==> src/rtl/pll_reconf_loader.sv <==
// rtl/pll_reconf_loader.sv - PLL reconfiguration ROM reader and scan-chain loader
// Walks the ROM, shifts its bits into the PLL scan chain, then issues configupdate and waits for scandone.
module pll_reconf_loader #(
  parameter int SCAN_LEN       = 144,
  parameter int ROM_LATENCY    = 2,
  parameter int STROBE_TIMEOUT = 16,
  parameter int DONE_TIMEOUT   = 1024
) (
  input  logic       clock,
  input  logic       reset,
  input  logic       trigger_read,
  output logic [7:0] address,
  output logic       read_ena,
  input  logic       q,
  input  logic       reconfig,
  output logic       scandata,
  output logic       scanclkena,
  output logic       configupdate,
  input  logic       scandone,
  output logic       busy,
  output logic       done,
  output logic       error
);

  localparam int TMAX = (DONE_TIMEOUT > STROBE_TIMEOUT) ? DONE_TIMEOUT : STROBE_TIMEOUT;
  localparam int TW   = $clog2(TMAX + 1);

  localparam logic [8:0]    LAST_ADDR   = 9'(SCAN_LEN - 1);
  localparam logic [8:0]    FULL_COUNT  = 9'(SCAN_LEN);
  localparam logic [TW-1:0] STROBE_LAST = TW'(STROBE_TIMEOUT - 1);
  localparam logic [TW-1:0] DONE_LAST   = TW'(DONE_TIMEOUT - 1);

  typedef enum logic [2:0] {
    S_IDLE,
    S_READ,
    S_DRAIN,
    S_UPDATE,
    S_WAIT_HI,
    S_WAIT_LO
  } state_t;

  state_t                 state_q, state_d;
  logic [8:0]             rd_cnt_q, rd_cnt_d;
  logic                   read_ena_q, read_ena_d;
  logic [ROM_LATENCY-1:0] en_pipe_q, en_pipe_d;
  logic                   scandata_q, scandata_d;
  logic                   scanclkena_q, scanclkena_d;
  logic [8:0]             cap_cnt_q, cap_cnt_d;
  logic                   strobe_seen_q, strobe_seen_d;
  logic [TW-1:0]          timer_q, timer_d;
  logic                   configupdate_q, configupdate_d;
  logic                   busy_q, busy_d;
  logic                   done_q, done_d;
  logic                   error_q, error_d;

  always_ff @(posedge clock) begin
    if (reset) begin
      state_q        <= S_IDLE;
      rd_cnt_q       <= '0;
      read_ena_q     <= 1'b0;
      en_pipe_q      <= '0;
      scandata_q     <= 1'b0;
      scanclkena_q   <= 1'b0;
      cap_cnt_q      <= '0;
      strobe_seen_q  <= 1'b0;
      timer_q        <= '0;
      configupdate_q <= 1'b0;
      busy_q         <= 1'b0;
      done_q         <= 1'b0;
      error_q        <= 1'b0;
    end else begin
      state_q        <= state_d;
      rd_cnt_q       <= rd_cnt_d;
      read_ena_q     <= read_ena_d;
      en_pipe_q      <= en_pipe_d;
      scandata_q     <= scandata_d;
      scanclkena_q   <= scanclkena_d;
      cap_cnt_q      <= cap_cnt_d;
      strobe_seen_q  <= strobe_seen_d;
      timer_q        <= timer_d;
      configupdate_q <= configupdate_d;
      busy_q         <= busy_d;
      done_q         <= done_d;
      error_q        <= error_d;
    end
  end

  always_comb begin
    state_d        = state_q;
    rd_cnt_d       = rd_cnt_q;
    read_ena_d     = read_ena_q;
    scandata_d     = scandata_q;
    scanclkena_d   = 1'b0;
    cap_cnt_d      = cap_cnt_q;
    strobe_seen_d  = strobe_seen_q;
    configupdate_d = 1'b0;
    busy_d         = busy_q;
    done_d         = 1'b0;
    error_d        = error_q;

    // The delayed enable marks the cycle in which q carries the bit for an issued address.
    en_pipe_d = ROM_LATENCY'({en_pipe_q, read_ena_q});
    if (en_pipe_q[ROM_LATENCY-1]) begin
      scandata_d   = q;
      scanclkena_d = 1'b1;
      cap_cnt_d    = cap_cnt_q + 9'd1;
    end

    case (state_q)
      S_IDLE: begin
        if (trigger_read) begin
          state_d       = S_READ;
          rd_cnt_d      = '0;
          read_ena_d    = 1'b1;
          busy_d        = 1'b1;
          error_d       = 1'b0;
          cap_cnt_d     = '0;
          strobe_seen_d = 1'b0;
        end
      end
      S_READ: begin
        if (reconfig) strobe_seen_d = 1'b1;
        if (rd_cnt_q == LAST_ADDR) begin
          read_ena_d = 1'b0;
          state_d    = S_DRAIN;
        end else begin
          rd_cnt_d = rd_cnt_q + 9'd1;
        end
      end
      S_DRAIN: begin
        if (reconfig) strobe_seen_d = 1'b1;
        if (cap_cnt_q == FULL_COUNT && (strobe_seen_q || reconfig)) begin
          state_d        = S_UPDATE;
          configupdate_d = 1'b1;
        end else if (timer_q == STROBE_LAST) begin
          state_d = S_IDLE;
          error_d = 1'b1;
          busy_d  = 1'b0;
        end
      end
      S_UPDATE: begin
        state_d = S_WAIT_HI;
      end
      S_WAIT_HI: begin
        if (scandone) begin
          state_d = S_WAIT_LO;
        end else if (timer_q == DONE_LAST) begin
          state_d = S_IDLE;
          error_d = 1'b1;
          busy_d  = 1'b0;
        end
      end
      S_WAIT_LO: begin
        if (!scandone) begin
          state_d = S_IDLE;
          done_d  = 1'b1;
          busy_d  = 1'b0;
        end else if (timer_q == DONE_LAST) begin
          state_d = S_IDLE;
          error_d = 1'b1;
          busy_d  = 1'b0;
        end
      end
      default: begin
        state_d    = S_IDLE;
        read_ena_d = 1'b0;
        busy_d     = 1'b0;
      end
    endcase

    // Every state entry restarts the timeout count.
    if (state_d != state_q || state_q == S_IDLE) timer_d = '0;
    else                                        timer_d = timer_q + TW'(1);
  end

  assign address      = rd_cnt_q[7:0];
  assign read_ena     = read_ena_q;
  assign scandata     = scandata_q;
  assign scanclkena   = scanclkena_q;
  assign configupdate = configupdate_q;
  assign busy         = busy_q;
  assign done         = done_q;
  assign error        = error_q;

endmodule
==> config.mk <==
export PLATFORM = sky130hd
export DESIGN_NAME = pll_reconf_loader
export DESIGN_NICKNAME = d
export VERILOG_FILES = /design/src/rtl/pll_reconf_loader.sv
export SDC_FILE = /design/constraint.sdc
export NUM_CORES = 1
export LEC_CHECK = 0
export BUFFER_PORTS_ARGS = -buffer_cell sky130_fd_sc_hd__buf_2
export CAP_MARGIN = 10
export CORE_AREA = 2 2 66 68
export DETAILED_ROUTE_END_ITERATION = 6
export DIE_AREA = 0 0 68 70
export PLACE_DENSITY_LB_ADDON = 0.25
export SYNTH_ARGS = -nofsm -noshare
export SYNTH_HDL_FRONTEND = slang
export SYNTH_SLANG_ARGS = --single-unit
==> constraint.sdc <==
create_clock -name clock -period 2.7 [get_ports clock]
set_clock_uncertainty 0.1 [all_clocks]
set_input_delay 0.27 -clock clock [delete_from_list [all_inputs] [get_ports clock]]
set_output_delay 0.27 -clock clock [all_outputs]
set_load 0.005 [all_outputs]
==> flow_metrics.env <==
export IMPL_status="finished, final reports clean"
export IMPL_synth_ff_type="dfxtp_1"
export IMPL_hpwl_um=2780
export IMPL_drt_iter0_drc=101
export IMPL_die_y_um=70
export IMPL_clk_pin_slew_ns=0.08
export IMPL_antenna_found_initial=0
export IMPL_cts_tree="built"
export IMPL_hold_class="input port to register"
export IMPL_fin_nets=260
export IMPL_grt_usage_pct=18.5
export IMPL_finalHoldViolCount=0
export IMPL_ys_types=44
export IMPL_cts_sinks=42
export IMPL_use_met2_pct=27.1
export IMPL_start_kind="register"
export IMPL_hold_buffers=0
export IMPL_die_area_um2=4760
export IMPL_ys_seq_area_share_pct=40.7
export IMPL_yosysWarnings=0
export IMPL_finalSetupViolCount=0
export IMPL_die_x_um=68
export IMPL_antennaDiodeCount=0
export IMPL_drive_gt1_share_pct=19.6
export IMPL_cts_path_max_buffers=2
export IMPL_vias=1624
export IMPL_grt_use_met3_pct=5.31
export IMPL_end_kind="register"
export IMPL_clk_latency_ns=0.29
export IMPL_post_cts_setup_buffers=0
export IMPL_area_delta_synth_final_pct=7.82
export IMPL_grt_pass1_wl_um=6800
export IMPL_grt_max_degree=18
export IMPL_synth_fp_nets=247
export IMPL_grt_pass1_vias=1506
export IMPL_worstPathRequired_ns=2.75
export IMPL_ant_nets=0
export IMPL_synth_edf_count=0
export IMPL_period_needed_ns=2.37
export IMPL_synth_seq_cells=42
export IMPL_netlist_instances=237
export IMPL_viasPerCell=5.38
export IMPL_drt_total_wl_um=3910
export IMPL_slew_viol_final=0
export IMPL_relSlewSlack_pct=49.1
export IMPL_final_common_cell="dfxtp_1"
export IMPL_maxCapViolations=0
export IMPL_grt_setup_unrepaired="no"
export IMPL_wl_per_cell_um=12.9
export IMPL_numCtsBuffers=5
export IMPL_syn_area_um2=2060
export IMPL_ir_worst_vdd_v=0.000250
export IMPL_hold_path_startpoint="q"
export IMPL_rr_startpoint="rd_cnt_q[3]"
export IMPL_pin_count=21
export IMPL_clock_fmax_ghz=0.423
export IMPL_drtPass1Iterations=4
export IMPL_cts_root_buf="clkbuf_8"
export IMPL_finalCritPeriodShare_pct=87.6
export IMPL_core_area_um2=4140
export IMPL_p_leak_nw=0.803
export IMPL_p_per_area_nw_per_um2=488
export IMPL_crit_type="register to register"
export IMPL_gp_congestion=0.833
export IMPL_cp_arrival_ns=2.42
export IMPL_worstPathMaxFanout=11
export IMPL_layout_common_cells="42 x dfxtp_1, 32 x nor2_1, 20 x buf_2"
export IMPL_worst_pin_slew_ns=0.763
export IMPL_grt_ovfl_total=0
export IMPL_async_reset_ff_share_pct=0
export IMPL_crit_start="rd_cnt_q[3]"
export IMPL_setup_tns_ns=0
export IMPL_fillers=415
export IMPL_io_buffer_count=20
export IMPL_fp_row_count=24
export IMPL_ctsResizeCount=0
export IMPL_htree_levels=2
export IMPL_fin_util_pct=53.7
export IMPL_route_detailed_drc=0
export IMPL_start_util_pct=49.8
export IMPL_syn_avg_cell_area_um2=8.71
export IMPL_top_usage_layer="met2"
export IMPL_use_met1_pct=25.3
power breakdown:
part	leakage (nW)	switching (mW)	internal, mW
logic	0.419	0.0378	0.0276
registers	0.340	0.0112	0.627
clock network	0.0438	0.209	0.174
worst paths after layout:
kind,to,slack [ns],cells after the start
max,timer_q[2],0.33,5
min,scandata,0.11,3
max reg2reg,timer_q[2],0.33,5
min reg2reg,en_pipe_q[1],0.36,1
cells by family (layout without fill, tap and decap cells):
| family | Yosys count | after routing | synth area share [%] |
|---|---|---|---|
| simple gates | 114 | 114 | 29.3 |
| flops | 42 | 42 | 40.7 |
| compound gates | 29 | 29 | 10.9 |
| buf+inv | 24 | 37 | 6.36 |
| xor+xnor | 22 | 22 | 9.33 |
| fa+ha+maj | 4 | 4 | 2.42 |
| mux | 2 | 2 | 0.970 |
critical path, cell delays in order, from the launching register on:
cell	delay, ns
dfxtp_1	0.42
or4b_4	0.52
o311ai_2	0.35
o22ai_1	0.13
o221ai_2	0.61
nor2_1	0.11
cell usage after synthesis, types with 4 or more instances:
cell type  count  area [µm²]
ha_1           4        50.1
inv_1          5        18.8
buf_4          9        67.6
nor4_1         4        25.0
nand4_1       10        62.6
or3_1          4        25.0
xnor2_1        9        78.8
nor3_1         9        45.0
and3_1         5        31.3
dfxtp_1       42         841
nor2_2        10        62.6
nand2_1       18        67.6
nor2b_1        4        25.0
a211oi_1       4        30.0
xor2_1        13         114
a21oi_1        9        45.0
nand3_1        7        35.0
o21ai_0        5        25.0
nor2_1        32         120
clkbuf_1       6        22.5
final cells by class:
type | instances | area, µm² | share of cell area (%)
clock buffers | 5 | 68.8 | 3.09
clock inverters | 2 | 10.0 | 0.450
inverters | 7 | 26.3 | 1.18
multi-input cells | 171 | 1090 | 49.1
flip-flops and latches | 42 | 841 | 37.8
well taps | 52 | 65.1 | 2.92
repair buffers | 23 | 123 | 5.51
state kept, by name (all words and copies together) (netlist names), 2 cells and up:
| register | cells |
|---|---|
| cap_cnt_q | 9 |
| state_q | 3 |
| timer_q | 11 |
| en_pipe_q | 2 |
| rd_cnt_q | 9 |
metal layers:
| layer | part of all wire (%) | vias to the layer above |
|---|---|---|
| met5 | 0 | - |
| met4 | 1.8 | 0 |
| met3 | 3.3 | 6 |
| met2 | 45 | 21 |
| met1 | 50 | 760 |
| li1 | - | 837 |
through the flow:
step                area, µm²  hold WS (ns)  std cells  power [mW]  setup slack (ns)
finish                   2230         0.111        302        1.09             0.335
global route             2230         0.143        302        1.13             0.167
CTS                      2230         0.108        302        1.10             0.329
detailed placement       2150         0.355        295       0.719             0.361
global placement         2150         0.341        295       0.718             0.398
floorplan                2060         0.314        237       0.700             0.596
(Power assumes the default switching activity.)
